### src/rtl/sbox_disp_pkg.sv
// Shared types and constants for the S-box hex display: FSM states and the
// active-low {g,f,e,d,c,b,a} segment patterns for hex digits 0..F.
package sbox_disp_pkg;

   typedef enum logic [1:0] {
      IDLE   = 2'd0,
      FLASH  = 2'd1,
      STEADY = 2'd2
   } state_t;

   localparam logic [6:0] SEG_BLANK = 7'h7F;

   localparam logic [6:0] HEX_SEG [16] = '{
      7'h40, 7'h79, 7'h24, 7'h30, 7'h19, 7'h12, 7'h02, 7'h78,
      7'h00, 7'h10, 7'h08, 7'h03, 7'h46, 7'h21, 7'h06, 7'h0E
   };

endpackage

### src/rtl/hex_to_7seg.sv
// Combinational nibble to active-low 7-segment decode.
module hex_to_7seg
   import sbox_disp_pkg::*;
(
   input  logic [3:0] nibble,
   output logic [6:0] seg
);

   assign seg = HEX_SEG[nibble];

endmodule

### src/rtl/sbox_hex_display.sv
// Two-digit multiplexed hex display of the captured S-box byte with LED mirror.
// Define SBOX_DISP_FLASH_EN to build the post-load flash sequence and busy flag.
module sbox_hex_display
   import sbox_disp_pkg::*;
#(
   parameter int REFRESH_DIV = 50000,
   parameter int FLASH_DIV   = 12500000,
   parameter int FLASH_COUNT = 6
) (
   input  logic       clk,
   input  logic       reset_n,
   input  logic       load,
   input  logic [7:0] data_in,
   input  logic       encrypt,
   output logic [6:0] seg_n,
   output logic       dp_n,
   output logic [1:0] an_n,
   output logic [7:0] led,
   output logic       busy
);

   localparam int RW = $clog2(REFRESH_DIV);
   localparam logic [RW-1:0] R_LAST = RW'(REFRESH_DIV - 1);

   if (REFRESH_DIV < 2 || FLASH_DIV < 2 || FLASH_COUNT < 2 || (FLASH_COUNT % 2) != 0) begin : g_param_check
      $error("sbox_hex_display: invalid divider or flash count parameters");
   end

   state_t        state;
   state_t        state_next;
   logic [7:0]    cap_byte;
   logic          cap_enc;
   logic [RW-1:0] scan_cnt;
   logic          scan_wrap;
   logic          digit_next;
   logic          blank;
   logic          show;
   logic [3:0]    nib;
   logic [6:0]    seg_dec;
   logic [6:0]    seg_p0;
   logic          dp_p0;
   logic [7:0]    led_p0;

   // Digit scan: free-running, never disturbed by load or state
   assign scan_wrap  = (scan_cnt == R_LAST);
   assign digit_next = an_n[0] ^ scan_wrap;

   always_ff @(posedge clk or negedge reset_n) begin
      if (!reset_n) begin
         scan_cnt <= '0;
         an_n     <= 2'b10;
      end else begin
         scan_cnt <= scan_wrap ? '0 : scan_cnt + 1'b1;
         an_n     <= {~digit_next, digit_next};
      end
   end

`ifdef SBOX_DISP_FLASH_EN
   localparam int FW = $clog2(FLASH_DIV);
   localparam int PW = $clog2(FLASH_COUNT);
   localparam logic [FW-1:0] F_LAST = FW'(FLASH_DIV - 1);
   localparam logic [PW-1:0] P_LAST = PW'(FLASH_COUNT - 1);
   localparam state_t LOAD_STATE = FLASH;

   logic [FW-1:0] flash_cnt;
   logic [PW-1:0] phase_cnt;
   logic          flash_wrap;
   logic          last_phase;

   assign flash_wrap = (flash_cnt == F_LAST);
   assign last_phase = flash_wrap && (phase_cnt == P_LAST);

   always_ff @(posedge clk or negedge reset_n) begin
      if (!reset_n) begin
         flash_cnt <= '0;
         phase_cnt <= '0;
      end else if (load) begin
         flash_cnt <= '0;
         phase_cnt <= '0;
      end else if (state == FLASH) begin
         flash_cnt <= flash_wrap ? '0 : flash_cnt + 1'b1;
         if (flash_wrap)
            phase_cnt <= last_phase ? '0 : phase_cnt + 1'b1;
      end
   end

   // Even phases are blank, so every flash sequence opens dark
   assign blank = (state == FLASH) && !phase_cnt[0];
   assign busy  = (state == FLASH);
`else
   localparam state_t LOAD_STATE = STEADY;

   assign blank = 1'b0;
   assign busy  = 1'b0;
`endif

   always_ff @(posedge clk or negedge reset_n) begin
      if (!reset_n) begin
         state    <= IDLE;
         cap_byte <= 8'h00;
         cap_enc  <= 1'b0;
      end else begin
         state <= state_next;
         if (load) begin
            cap_byte <= data_in;
            cap_enc  <= encrypt;
         end
      end
   end

   // The decoder follows the digit that will be enabled alongside the registered segments
   assign nib = digit_next ? cap_byte[7:4] : cap_byte[3:0];

   hex_to_7seg u_hex_to_7seg (
      .nibble (nib),
      .seg    (seg_dec)
   );

   always_comb begin
      state_next = state;
      show       = 1'b0;
      seg_p0     = SEG_BLANK;
      dp_p0      = 1'b1;
      led_p0     = 8'h00;

      case (state)
         IDLE:    if (load) state_next = LOAD_STATE;
`ifdef SBOX_DISP_FLASH_EN
         FLASH: begin
            if (load)
               state_next = FLASH;
            else if (last_phase)
               state_next = STEADY;
         end
`endif
         STEADY:  if (load) state_next = LOAD_STATE;
         default: state_next = IDLE;
      endcase

      show = (state != IDLE) && !blank;
      if (show) begin
         seg_p0 = seg_dec;
         dp_p0  = !(digit_next && !cap_enc);
      end
      if (state_next != IDLE)
         led_p0 = load ? data_in : cap_byte;
   end

   // Output register stage
   always_ff @(posedge clk or negedge reset_n) begin
      if (!reset_n) begin
         seg_n <= SEG_BLANK;
         dp_n  <= 1'b1;
         led   <= 8'h00;
      end else begin
         seg_n <= seg_p0;
         dp_n  <= dp_p0;
         led   <= led_p0;
      end
   end

endmodule

### config.mk
export PLATFORM = sky130hd
export DESIGN_NAME = sbox_hex_display
export DESIGN_NICKNAME = d
export VERILOG_FILES = /design/src/rtl/sbox_disp_pkg.sv /design/src/rtl/hex_to_7seg.sv /design/src/rtl/sbox_hex_display.sv
export SDC_FILE = /design/constraint.sdc
export NUM_CORES = 1
export LEC_CHECK = 0
export BUFFER_PORTS_ARGS = -buffer_cell sky130_fd_sc_hd__clkbuf_2
export CORE_ASPECT_RATIO = 0.9
export CORE_MARGIN = 2
export CORE_UTILIZATION = 60
export CTS_CLUSTER_DIAMETER = 120
export DETAILED_ROUTE_END_ITERATION = 8
export GPL_TIMING_DRIVEN = 0
export PLACE_DENSITY = 0.83
export SYNTH_ARGS = -nofsm -noshare
export SYNTH_HDL_FRONTEND = slang
export SYNTH_HIERARCHICAL = 1
export SYNTH_SLANG_ARGS = --single-unit
### constraint.sdc
create_clock -name clk -period 5.3 [get_ports clk]
set_clock_uncertainty 0.1 [all_clocks]
set_input_delay 0.795 -clock clk [delete_from_list [all_inputs] [get_ports clk]]
set_output_delay 0.795 -clock clk [all_outputs]
set_load 0.005 [all_outputs]
# Yosys cells after proc, flatten, opt, wreduce, memory -nomap -nowiden
# Memory sizes are Yosys's and may differ from the RTL's.
# Index checks and enable logic that the tools add are counted.
# op_classes
add_sub_neg,1
order_cmp,1
n_eq_ne,2
mux,10
n_bitwise,3
n_reduce_logical,7
# ops
op,n
$mux 7,3
$add 16x1->16 const B,1
$eq 16x16->1 const B,1
$mux 16,1
$mux 8,2
$ge 5x5->1 const B,1
$not 4->5,1
$mux 2,2
$mux 4,1
$reduce_bool 2->1,2
$eq 2x2->1 const B,1
$logic_not 1->1,2
$logic_not 2->1,1
$reduce_or 2->1,1
$logic_and 1x1->1,1
$mux 1,1
$not 1->1,1
$xor 1x1->1,1
# totals
register_bits,45
rom_bits,112
output_inout_bits,19
wordCells,33
mem_count,1
# mem_list
name,words,width,rd,rd_clocked_by_memory_dff,write_ports,line_no,rtl
(no name shown),16,7,1,0,0,hex_to_7seg.sv:9,assign seg = HEX_SEG[nibble];

# Depth between registers and ports, before layout
# Gate-level depths: netlist of the first run.
# depth
word_depth,8
ltp_mapped,11
ltp_nobuf,11

# Cells and area by module
# The synthesis of the first run kept the hierarchy.
# modules_own_cells
module,instances,cells_per_inst,area_per_inst_um2,seq_area_each_um2
sbox_hex_display,1,134,1805.5,1137.3
hex_to_7seg,1,32,275.3,0.0

# Worst setup path after synthesis of the first run
# No wires, ideal clock.
# synth_path
kind,flip-flop to flip-flop
startpoint,register scan_cnt[0]
endpoint,register seg_n[3]
setup_ns,0.084
arrival_ns,2.683
required_time_ns,5.116
path_slack_ns,2.432
stages_incl_launch_ff,11
path_cell_list,dfrtp_1 > ha_1 > and3_1 > and4_4 > xnor2_4 > mux2_2 > inv_1 > ha_1 > inv_1 > mux4_1 > or2_2
# synth_between
elab_chain_cells,8
# synth_rtl
element,line_no,rtl
"start, declared",sbox_hex_display.sv:33,logic [RW-1:0] scan_cnt;
"start signal, assigned",sbox_hex_display.sv:53,scan_cnt <= scan_wrap ? '0 : scan_cnt + 1'b1;
$eq 16x16->1,sbox_hex_display.sv:45,assign scan_wrap = (scan_cnt == R_LAST);
$xor 1x1->1,sbox_hex_display.sv:46,assign digit_next = an_n[0] ^ scan_wrap;
$mux 4,sbox_hex_display.sv:112,assign nib = digit_next ? cap_byte[7:4] : cap_byte[3:0];
via nib[0],sbox_hex_display.sv:38,logic [3:0] nib;
$not 4->5 (not written as such),hex_to_7seg.sv:9,
$mem_v2 16x7,-,
$mux 7 (not written as such) (2 in a row),hex_to_7seg.sv:9,
via seg_dec[3],sbox_hex_display.sv:39,logic [6:0] seg_dec;
$mux 7,sbox_hex_display.sv:141,if (show) begin
via seg_p0[3],sbox_hex_display.sv:40,logic [6:0] seg_p0;
"end signal, assigned",sbox_hex_display.sv:156,seg_n <= seg_p0;
"end, declared",sbox_hex_display.sv:15,"output logic [6:0] seg_n,"
# The timed path passes the listed nets, and every way through them passes these cells. The select of a mux whose other input is x is not followed.
# A chain may end at the register's enable or synchronous reset.

# Worst setup path in the final report of the first run
# layout_path
startpoint,register scan_cnt[0]
endpoint,register seg_n[0]
# The elaborated chain is that of the path after synthesis.

==> impl_metrics.toml, run 1 <==
[drt]
ant_nets = 0
wl_um = 3460
wl_per_cell_um = 14.0
vias = 1330
vias_per_cell = 5.38
drtPass1Iterations = 4
drc = 0
detail_route.iter0.violations = 65

[global_routing]
grtUsageTotal_pct = 20.4
grt_max_degree = 46
antenna_found_initial = 0
grt.met3_usage_pct = 6.78
grt_overflow = 0
grt.busiest_layer = "met2"
use_met2_pct = 33.8
grt_pass1_wl_um = 5870
met1_usage_pct = 25.0
first_global_vias = 1311

[floorplan]
std_cell_rows = 20
fp.dieH_um = 59.9
pin_count = 31
die_area_um2 = 3960
coreArea_um2 = 3350
die_x_um = 66.1
start_util_pct = 62.1

[critical_path]
crit_start = "scan_cnt[0]"
path_class = "reg2reg"
cp_data_arrival_time_ps = 3280
reg2reg_depth = 11
rr_endpoint = "seg_n[0]"
r2r_slack_ps = 2150
worstPathMaxFanout = 7
r2r_start = "scan_cnt[0]"
endpoint_kind = "flip-flop"
required_ps = 5430
start_kind = "flip-flop"

[sta]
rsz0062_at_grt = "no"
post-route-min-period_ps = 3150
layout_worst_path_cycle_share_pct = 59.4
hold_violations = 0
tns_ps = 0
finalSetupViolCount = 0
worst_pin_slew_ps = 1020
maxSlewHeadroom_pct = 31.8
finalWorstSetupSlack_ps = 2150
report.final.slew_viol_count = 0
max_freq_mhz = 318

[yosys]
yosysUniqueCellTypes = 39
synth_edf_count = 0
syn_inst = 166
synthArstFlopShare_pct = 100
yosysWarnings = 6
synth_seq_area_share_pct = 54.7
synth_top_flop_cell = "dfrtp_1"
yosys_register_bits = 45
synth_area_per_cell_um2 = 12.5
synthesis.area_um2 = 2080

[layout]
area.growth.synth_to_final_pct = 15.2
n_antenna_cell = 0
nets = 222
drive_gt1_share_pct = 37.4

[clock_tree]
path_clk_slew_ps = 80
cts_hold_buf = 0
cts-resized-gates = 0
clock_sinks = 45
cts_root_buf = "clkbuf_8"
clk_path_buf_depth = 2
cts_made_buffers = 5
postCtsSetupBuffers = 0
h-tree-depth = 2
clk_latency_ps = 290
cts_tree = "yes"

[placement]
pre_cts_slack_ps = 2180
dp_hpwl_um = 2600
io_buffers = 28
place_congestion = 0.797

[hold_path]
hold_start = "cap_enc"
min_delay_path_depth = 1
hold_class = "reg2reg"
worstHoldEndpoint = "dp_n"

[power_and_ir_drop]
peakVddDrop_uv = 255
leakage_nw = 1.16
p_per_area_nw_per_um2 = 302

[run_status]
outcome = "complete, no violations"

[flow_run]
drv_cap = 0
layout by cell type (no fill, tap or decap), types with 2 or more instances in the layout:
master,netlist,final
nand4_1,3,3
inv_1,6,6
dfstp_2,9,9
a22o_1,2,2
conb_1,1,2
buf_4,2,2
clkbuf_8,0,6
or2_2,7,7
ha_1,8,8
o21ai_0,2,2
xnor2_1,6,6
xor2_1,5,5
nand2_1,5,5
mux2i_1,5,5
nor2_1,13,13
mux2_2,15,15
nor3_1,2,2
clkbuf_2,0,28
nand3_1,5,5
dfrtp_1,36,36
and3_1,6,6
nor2b_1,9,9
clkbuf_1,1,2
routing by layer:
| metal | part of all wire [%] | vias to the layer above |
|---|---|---|
| met5 | 0 | - |
| met4 | 0.90 | 0 |
| met3 | 5.8 | 4 |
| met2 | 50 | 45 |
| met1 | 44 | 645 |
| li1 | - | 636 |
logic make-up (layout without fill, tap and decap cells):
family                     Yosys count  count (layout)  share of synthesized area [%]
and+or+nand+nor                     59              59                           16.7
muxes                               21              21                           11.8
other                                1               2                          0.180
AOI/OAI and AO/OA                    9               9                           3.19
xor gates and xnor gates            12              12                           5.95
DFF                                 45              45                           54.7
buffers and inverters               11              47                           2.77
adders and majority gates            8               8                           4.81
area by class of cell:
type                    count  area (µm²)
flip-flops and latches     45        1140
repair buffers             28         140
multi-input cells         111         890
well taps                  44        55.1
plain buffers               5        35.0
clock inverters             1        30.0
clock buffers               7        86.3
inverters                   6        22.5
fillers                   247         957
worst max-delay path by stage:
stage	to	slack [ps]
floorplan	seg_n[3]	2430
CTS	seg_n[0]	2170
global route	seg_n[3]	1960
detailed placement	seg_n[3]	2180
finish	seg_n[0]	2150
global placement	seg_n[3]	2250
registers in the layout, indices dropped and copies added, names as in the netlist:
name	flops
scan_cnt	16
cap_byte	8
led	8
seg_n	7
an_n	2
state	2
cap_enc	1
dp_n	1
stage by stage:
step | total power [mW] | utilization [%] | instances | hold slack (ps) | area [µm²]
final | 0.725 | 71.5 | 247 | 388 | 2400
after global routing | 0.755 | 71.5 | 247 | 416 | 2400
after CTS | 0.732 | 71.5 | 247 | 398 | 2400
after detailed placement | 0.474 | 68.0 | 239 | 379 | 2280
after global placement | 0.469 | 68.0 | 239 | 356 | 2280
after floorplan | 0.439 | - | 167 | 336 | 2080
critical path, cell delays in order, from the launching register on:
cell,delay (ps)
dfrtp_1,440
ha_1,280
and3_1,240
and4_4,180
xnor2_4,240
mux2_2,430
inv_1,150
ha_1,210
and2b_2,240
or3b_1,380
o21ai_0,80
or2_2,130
synth_stat cells, types with 2 or more instances:
master	instances	area [µm²]
nor3_1	2	10.0
nor2b_1	9	56.3
mux2i_1	5	50.1
dfrtp_1	36	901
xnor2_1	6	52.6
buf_4	2	15.0
or2_2	7	43.8
o21ai_0	2	10.0
nor2_1	13	48.8
ha_1	8	100
dfstp_2	9	236
nand3_1	5	25.0
and3_1	6	37.5
a22o_1	2	17.5
nand4_1	3	18.8
mux2_2	15	169
inv_1	6	22.5
xor2_1	5	43.8
nand2_1	5	18.8
power breakdown:
group / switching [mW] / internal, mW / total [mW]
sequential: 0.00690 / 0.370 / 0.376
clock: 0.105 / 0.154 / 0.258
combinational: 0.0442 / 0.0457 / 0.0900
total: 0.156 / 0.569 / 0.725
(Power assumes the default switching activity.)
==> inputs of run 2 (changes only) <==
CORE_UTILIZATION = 50   (was 60)
PLACE_DENSITY = 0.74   (was 0.83)
clock period = 2.62 ns   (was 5.3 ns; I/O delays follow)
==> run 2 against run 1 <==
The run now ends with negative setup slack left. Wire length is 9.0% higher. Clock power is 110% higher. Global-route usage is 2.6 points lower. Count of clock-buffer cells in the layout is 2 lower. Sequential power is 100% higher. Die area is 19% higher. Hold slack worse by 230 ps. Via count is 5.0% higher. Final cell count is 8.5% higher. Critical endpoint is now seg_n[3]. Highest routed layer unchanged.
==> impl_metrics.toml, run 2 (same netlist as run 1, synthesis figures left out) <==
[layout]
multi_input_comb_area_um2 = 952
area.sequential_um2 = 1140
n_antenna_cell = 0
largest-register = "scan_cnt"
drive_gt1_share_pct = 48.2
design_area_um2 = 2600
final_common_cell = "dfrtp_1"
nFillCells = 317
top_regs = "scan_cnt (16), cap_byte (8), led (8)"
area.growth.synth_to_final_pct = 24.8
largest_reg_flops = 16
fin_util_pct = 64.2
instances_no_fill = 268
final_cell_mix = "dfrtp_1 (35), clkbuf_2 (28), buf_4 (19), nor2_1 (13), mux2_2 (12)"
nets = 239

[critical_path]
cp_data_arrival_time_ps = 2860
required_ps = 2750
crit_start = "scan_cnt[13]"
path_class = "reg2reg"
worstPathMaxFanout = 4
reg2reg_depth = 8
endpoint_kind = "flip-flop"
start_kind = "flip-flop"
r2r_start = "scan_cnt[13]"

[clock_tree]
cts_made_buffers = 5
cts_hold_buf = 0
cts_root_buf = "clkbuf_8"
clock_sinks = 45
cts_tree = "yes"
path_clk_slew_ps = 90
clk_path_buf_depth = 2
clk_latency_ps = 300
h-tree-depth = 2

[global_routing]
antenna_found_initial = 0
grt_pass1_wl_um = 6420
grt_max_degree = 46
first_global_vias = 1396
grt_overflow = 0
grtUsageTotal_pct = 17.8

[floorplan]
start_util_pct = 51.4
pin_count = 31
die_area_um2 = 4690
coreArea_um2 = 4050
std_cell_rows = 22
die_x_um = 72
fp.dieH_um = 65.2

[power_and_ir_drop]
peakVddDrop_uv = 308
power.total_mw = 1.52
leakage_nw = 1.25
p_per_area_nw_per_um2 = 584

[sta]
finalSetupViolCount = 5
layout_worst_path_cycle_share_pct = 104
post-route-min-period_ps = 2730
report.final.slew_viol_count = 0
maxSlewHeadroom_pct = 30.6
hold_ws_ps = 163
finalWorstSetupSlack_ps = -106
tns_ps = -382
rsz0062_at_grt = "yes"
worst_pin_slew_ps = 1040
hold_violations = 0
max_freq_mhz = 367

[hold_path]
hold_class = "in2async"

[drt]
ant_nets = 0
drtPass1Iterations = 4
wl_per_cell_um = 14.1
vias = 1397
wl_um = 3770
detail_route.iter0.violations = 59
vias_per_cell = 5.21
drc = 0

[placement]
io_buffers = 28
pre_cts_slack_ps = -240
postPlaceCellArea_um2 = 2320
dp_hpwl_um = 2660
dp_cells = 243
place_congestion = 0.854

[run_status]
outcome = "finished, violations left"
failed_checks = "negative setup slack"

[flow_run]
drv_cap = 0
## run 2: cell types whose count changed in the layout (fill, tap and decap cells not counted), sizes merged
cell,before,now
buf,4,21
clkbuf,36,34
inv,6,8
## run 2: where the power goes
group          total [mW]  switching (mW)  internal (mW)  leakage, nW
Sequential          0.763          0.0155          0.748        0.553
Combinational       0.218           0.100          0.118        0.642
Clock               0.537           0.246          0.291       0.0591
## run 2: critical path, stage by stage, from the launching register on
cell      delay, ps
dfrtp_1         400
nor4bb_2        320
and4_4          310
xnor2_4         160
mux2_4          360
buf_4           160
ha_4            160
mux4_2          460
or2_4           230
## run 2: repair_timing
action	4_1_cts	5_1_grt
pin swaps	8	6
gates resized for setup	8	3
setup buffers	11	6
setup endpoints to repair	7	7
## run 2: area by class of cell
cell class	count	share of cell area, %
multi-input combinational	111	36.7
tap	48	2.31
clock buffer	5	2.65
sequential	45	43.8
buffer	5	1.35
inverter	6	1.06
clock inverter	3	1.83
timing repair buffer	45	10.3
## run 2: metal layers
metal,track usage [%],part of all wire (%),vias to the layer above
met4,5.90,1.6,0
met5,0,0,-
met1,21.9,43,676
met3,5.21,5.8,7
li1,-,-,672
met2,30.2,49,42
## run 2: path summary, 6_finish.rpt
path,endpoint,slack [ps]
max,seg_n[3],-110
min,scan_cnt[13],160
max reg2reg,seg_n[3],-110
min reg2reg,scan_cnt[15],390
max in group asynchronous,scan_cnt[5],1560
min in group clk,cap_enc,230
==> inputs of run 3 (changes only) <==
ABC_AREA = 1   (was default)
CORE_UTILIZATION = 51   (was 50)
PLACE_DENSITY = 0.75   (was 0.74)
==> run 3 against run 2 <==
The run now ends clean. Non-clock buffer count shrank 16. Sequential cell count is the same. First-iteration DRC count grew 76%. Power shrank 5.9%. Synthesized cell count grew 66%. Cell area grew 1.3%. Worst setup slack gained 420 ps. Via count grew 25%. Count of clock-buffer cells in the layout grew 1. Synthesized area grew 10%. Largest power group unchanged. Highest routed layer unchanged.
==> impl_metrics.toml, run 3 <==
[clock_tree]
clk_path_buf_depth = 2
cts_root_buf = "clkbuf_8"
path_clk_slew_ps = 80
cts_tree = "yes"
h-tree-depth = 2
cts_hold_buf = 0
clk_latency_ps = 290
postCtsSetupBuffers = 0
cts_made_buffers = 5
cts-resized-gates = 0
clock_sinks = 45

[drt]
drtPass1Iterations = 4
vias = 1749
ant_nets = 0
detail_route.iter0.violations = 104
wl_um = 4040
vias_per_cell = 4.65
drc = 0
wl_per_cell_um = 10.7

[power_and_ir_drop]
comb_power_share_pct = 11.7
switching_share_pct = 23.6
p_switching_mw = 0.338
p_per_area_nw_per_um2 = 543
p_int_mw = 1.09
seq_power_share_pct = 53.0
peakVddDrop_uv = 431
power.share.clock_pct = 35.4
leakage_nw = 1.37

[floorplan]
coreArea_um2 = 4400
std_cell_rows = 23
die_area_um2 = 5060
die_x_um = 74.7
pin_count = 31
fp.dieH_um = 67.7
start_util_pct = 52.2

[critical_path]
cp_top_family = "simple AND/OR/NAND/NOR gates"
worstPathMaxFanout = 5
required_ps = 2730
start_kind = "flip-flop"
crit_slowest_cell = "dfrtp_1"
r2r_slack_ps = 320
reg2reg_depth = 14
cp_data_arrival_time_ps = 2410
critPathBufInv = 2
rr_endpoint = "seg_n[3]"
r2r_start = "scan_cnt[0]"
crit_chain = "ha_1 -> nand3_2 -> nor2_1 -> nand2_1 -> nand2_1 -> nand3_1 -> nand2_1 -> inv_1 -> ha_1 -> nand2_1 -> nand3_1 -> nand2_1 -> inv_1 -> nand2_1"
path_class = "reg2reg"
crit_top_cell = "nand2_1"
endpoint_kind = "flip-flop"
critPathMaxStageDelay_ps = 390

[yosys]
synth_seq_area_share_pct = 49.5
synth_area_leaders = "dfrtp_1 (39%), dfstp_2 (10%), nand2_1 (9.8%)"
synth_area_per_cell_um2 = 8.32
synthesis.area_um2 = 2300
synth_top_cell_by_area = "dfrtp_1"
synthArstFlopShare_pct = 100
synth_top_area_share_pct = 39.2
yosys_register_bits = 45
yosysMostFrequentCell = "nand2_1"
yosysWarnings = 6
yosysUniqueCellTypes = 31
netlist_top_cells_count = "nand2_1 (60), inv_1 (42), dfrtp_1 (36)"
syn_inst = 276
synth_edf_count = 0
synth_top_flop_cell = "dfrtp_1"

[layout]
largest_reg_flops = 16
drive_gt1_share_pct = 24.5
instances_no_fill = 376
largest-register = "scan_cnt"
n_antenna_cell = 0
final_common_cell = "nand2_1"
final_cell_mix = "nand2_1 (60), inv_1 (42), dfrtp_1 (36), nor2_1 (32), clkbuf_2 (29)"
area.growth.synth_to_final_pct = 14.5
nFillCells = 386
top_regs = "scan_cnt (16), cap_byte (8), led (8)"
nets = 333

[placement]
dp_hpwl_um = 2980
dp_cells = 368
io_buffers = 29
place_congestion = 0.840

[sta]
rsz0062_at_grt = "no"
maxSlewHeadroom_pct = 27.3
hold_violations = 0
layout_worst_path_cycle_share_pct = 87.8
tns_ps = 0
max_freq_mhz = 434
report.final.slew_viol_count = 0
finalSetupViolCount = 0
post-route-min-period_ps = 2300
worst_pin_slew_ps = 1090

[global_routing]
grt_max_degree = 46
grt_pass1_wl_um = 7140
grt_overflow = 0
grtUsageTotal_pct = 18.9
antenna_found_initial = 0
first_global_vias = 1670

[run_status]
outcome = "complete, no violations"

[hold_path]
hold_class = "in2async"

[flow_run]
drv_cap = 0
-- run 3: cell count changes after synthesis, sizes merged, moves of 4 or more --
cell | previous run | this run
o21ai | 2 | 15
and3 | 6 | 0
mux2i | 5 | 0
nand3 | 5 | 28
a21oi | 1 | 5
mux2 | 15 | 0
xnor2 | 7 | 0
nor2b | 9 | 0
nand2 | 5 | 64
nor2 | 13 | 37
inv | 6 | 47
-- run 3: cell type report --
| cell class | count | area, µm² | share of cell area (%) |
|---|---|---|---|
| Buffer | 5 | 31.3 | 1.19 |
| Inverter | 48 | 180 | 6.85 |
| Tap cell | 62 | 77.6 | 2.95 |
| Clock buffer | 6 | 72.6 | 2.76 |
| Sequential cell | 45 | 1140 | 43.2 |
| Timing Repair Buffer | 29 | 145 | 5.52 |
| Clock inverter | 2 | 33.8 | 1.28 |
| Multi-Input combinational cell | 179 | 952 | 36.2 |
-- run 3: worst max path at each step --
| stage | cells past startpoint | slack [ps] | start | endpoint |
|---|---|---|---|---|
| 2_1_floorplan | 14 | 570 | scan_cnt[0] | seg_n[3] |
| 3_3_place_gp | 14 | 350 | scan_cnt[0] | seg_n[3] |
| 3_5_place_dp | 14 | 320 | scan_cnt[0] | seg_n[3] |
| 4_1_cts | 14 | 290 | scan_cnt[0] | seg_n[3] |
| 5_1_grt | 15 | 80 | scan_cnt[0] | seg_n[3] |
| 6_report | 14 | 320 | scan_cnt[0] | seg_n[3] |
-- run 3: cell families (layout without fill, tap and decap cells) --
family | count (synthesis) | count (layout) | synth area share [%]
xor gates and xnor gates | 5 | 5 | 1.91
AOI/OAI and AO/OA | 21 | 21 | 4.85
buffers and inverters | 53 | 90 | 9.20
and+or+nand+nor | 143 | 143 | 30.0
adders and majority gates | 8 | 8 | 4.36
DFF | 45 | 45 | 49.5
other | 1 | 2 | 0.163
-- run 3: through the flow --
stage	hold slack (ps)	area (µm²)	setup WS (ps)	utilization (%)	power [mW]
6_report	192	2630	318	59.7	1.43
5_1_grt	221	2630	78.0	59.7	1.51
4_1_cts	211	2630	290	59.7	1.44
3_5_place_dp	331	2520	324	57.3	0.939
3_3_place_gp	320	2520	353	57.3	0.936
2_1_floorplan	-2.59	2300	572	-	0.871
-- run 3: power by group through the flow --
| stage | combinational, mW | sequential [mW] | clock [mW] |
|---|---|---|---|
| finish | 0.167 | 0.757 | 0.505 |
| global route | 0.199 | 0.761 | 0.552 |
| CTS | 0.170 | 0.757 | 0.517 |
| detailed placement | 0.169 | 0.770 | 0 |
| global placement | 0.166 | 0.770 | 0 |
| floorplan | 0.0996 | 0.772 | 0 |
-- run 3: metal layers --
| layer | track usage [%] | share of wire, % |
|---|---|---|
| met2 | 29.2 | 44 |
| met4 | 6.03 | 0.99 |
| met5 | 0 | 0 |
| met1 | 25.2 | 49 |
| met3 | 6.27 | 5.4 |
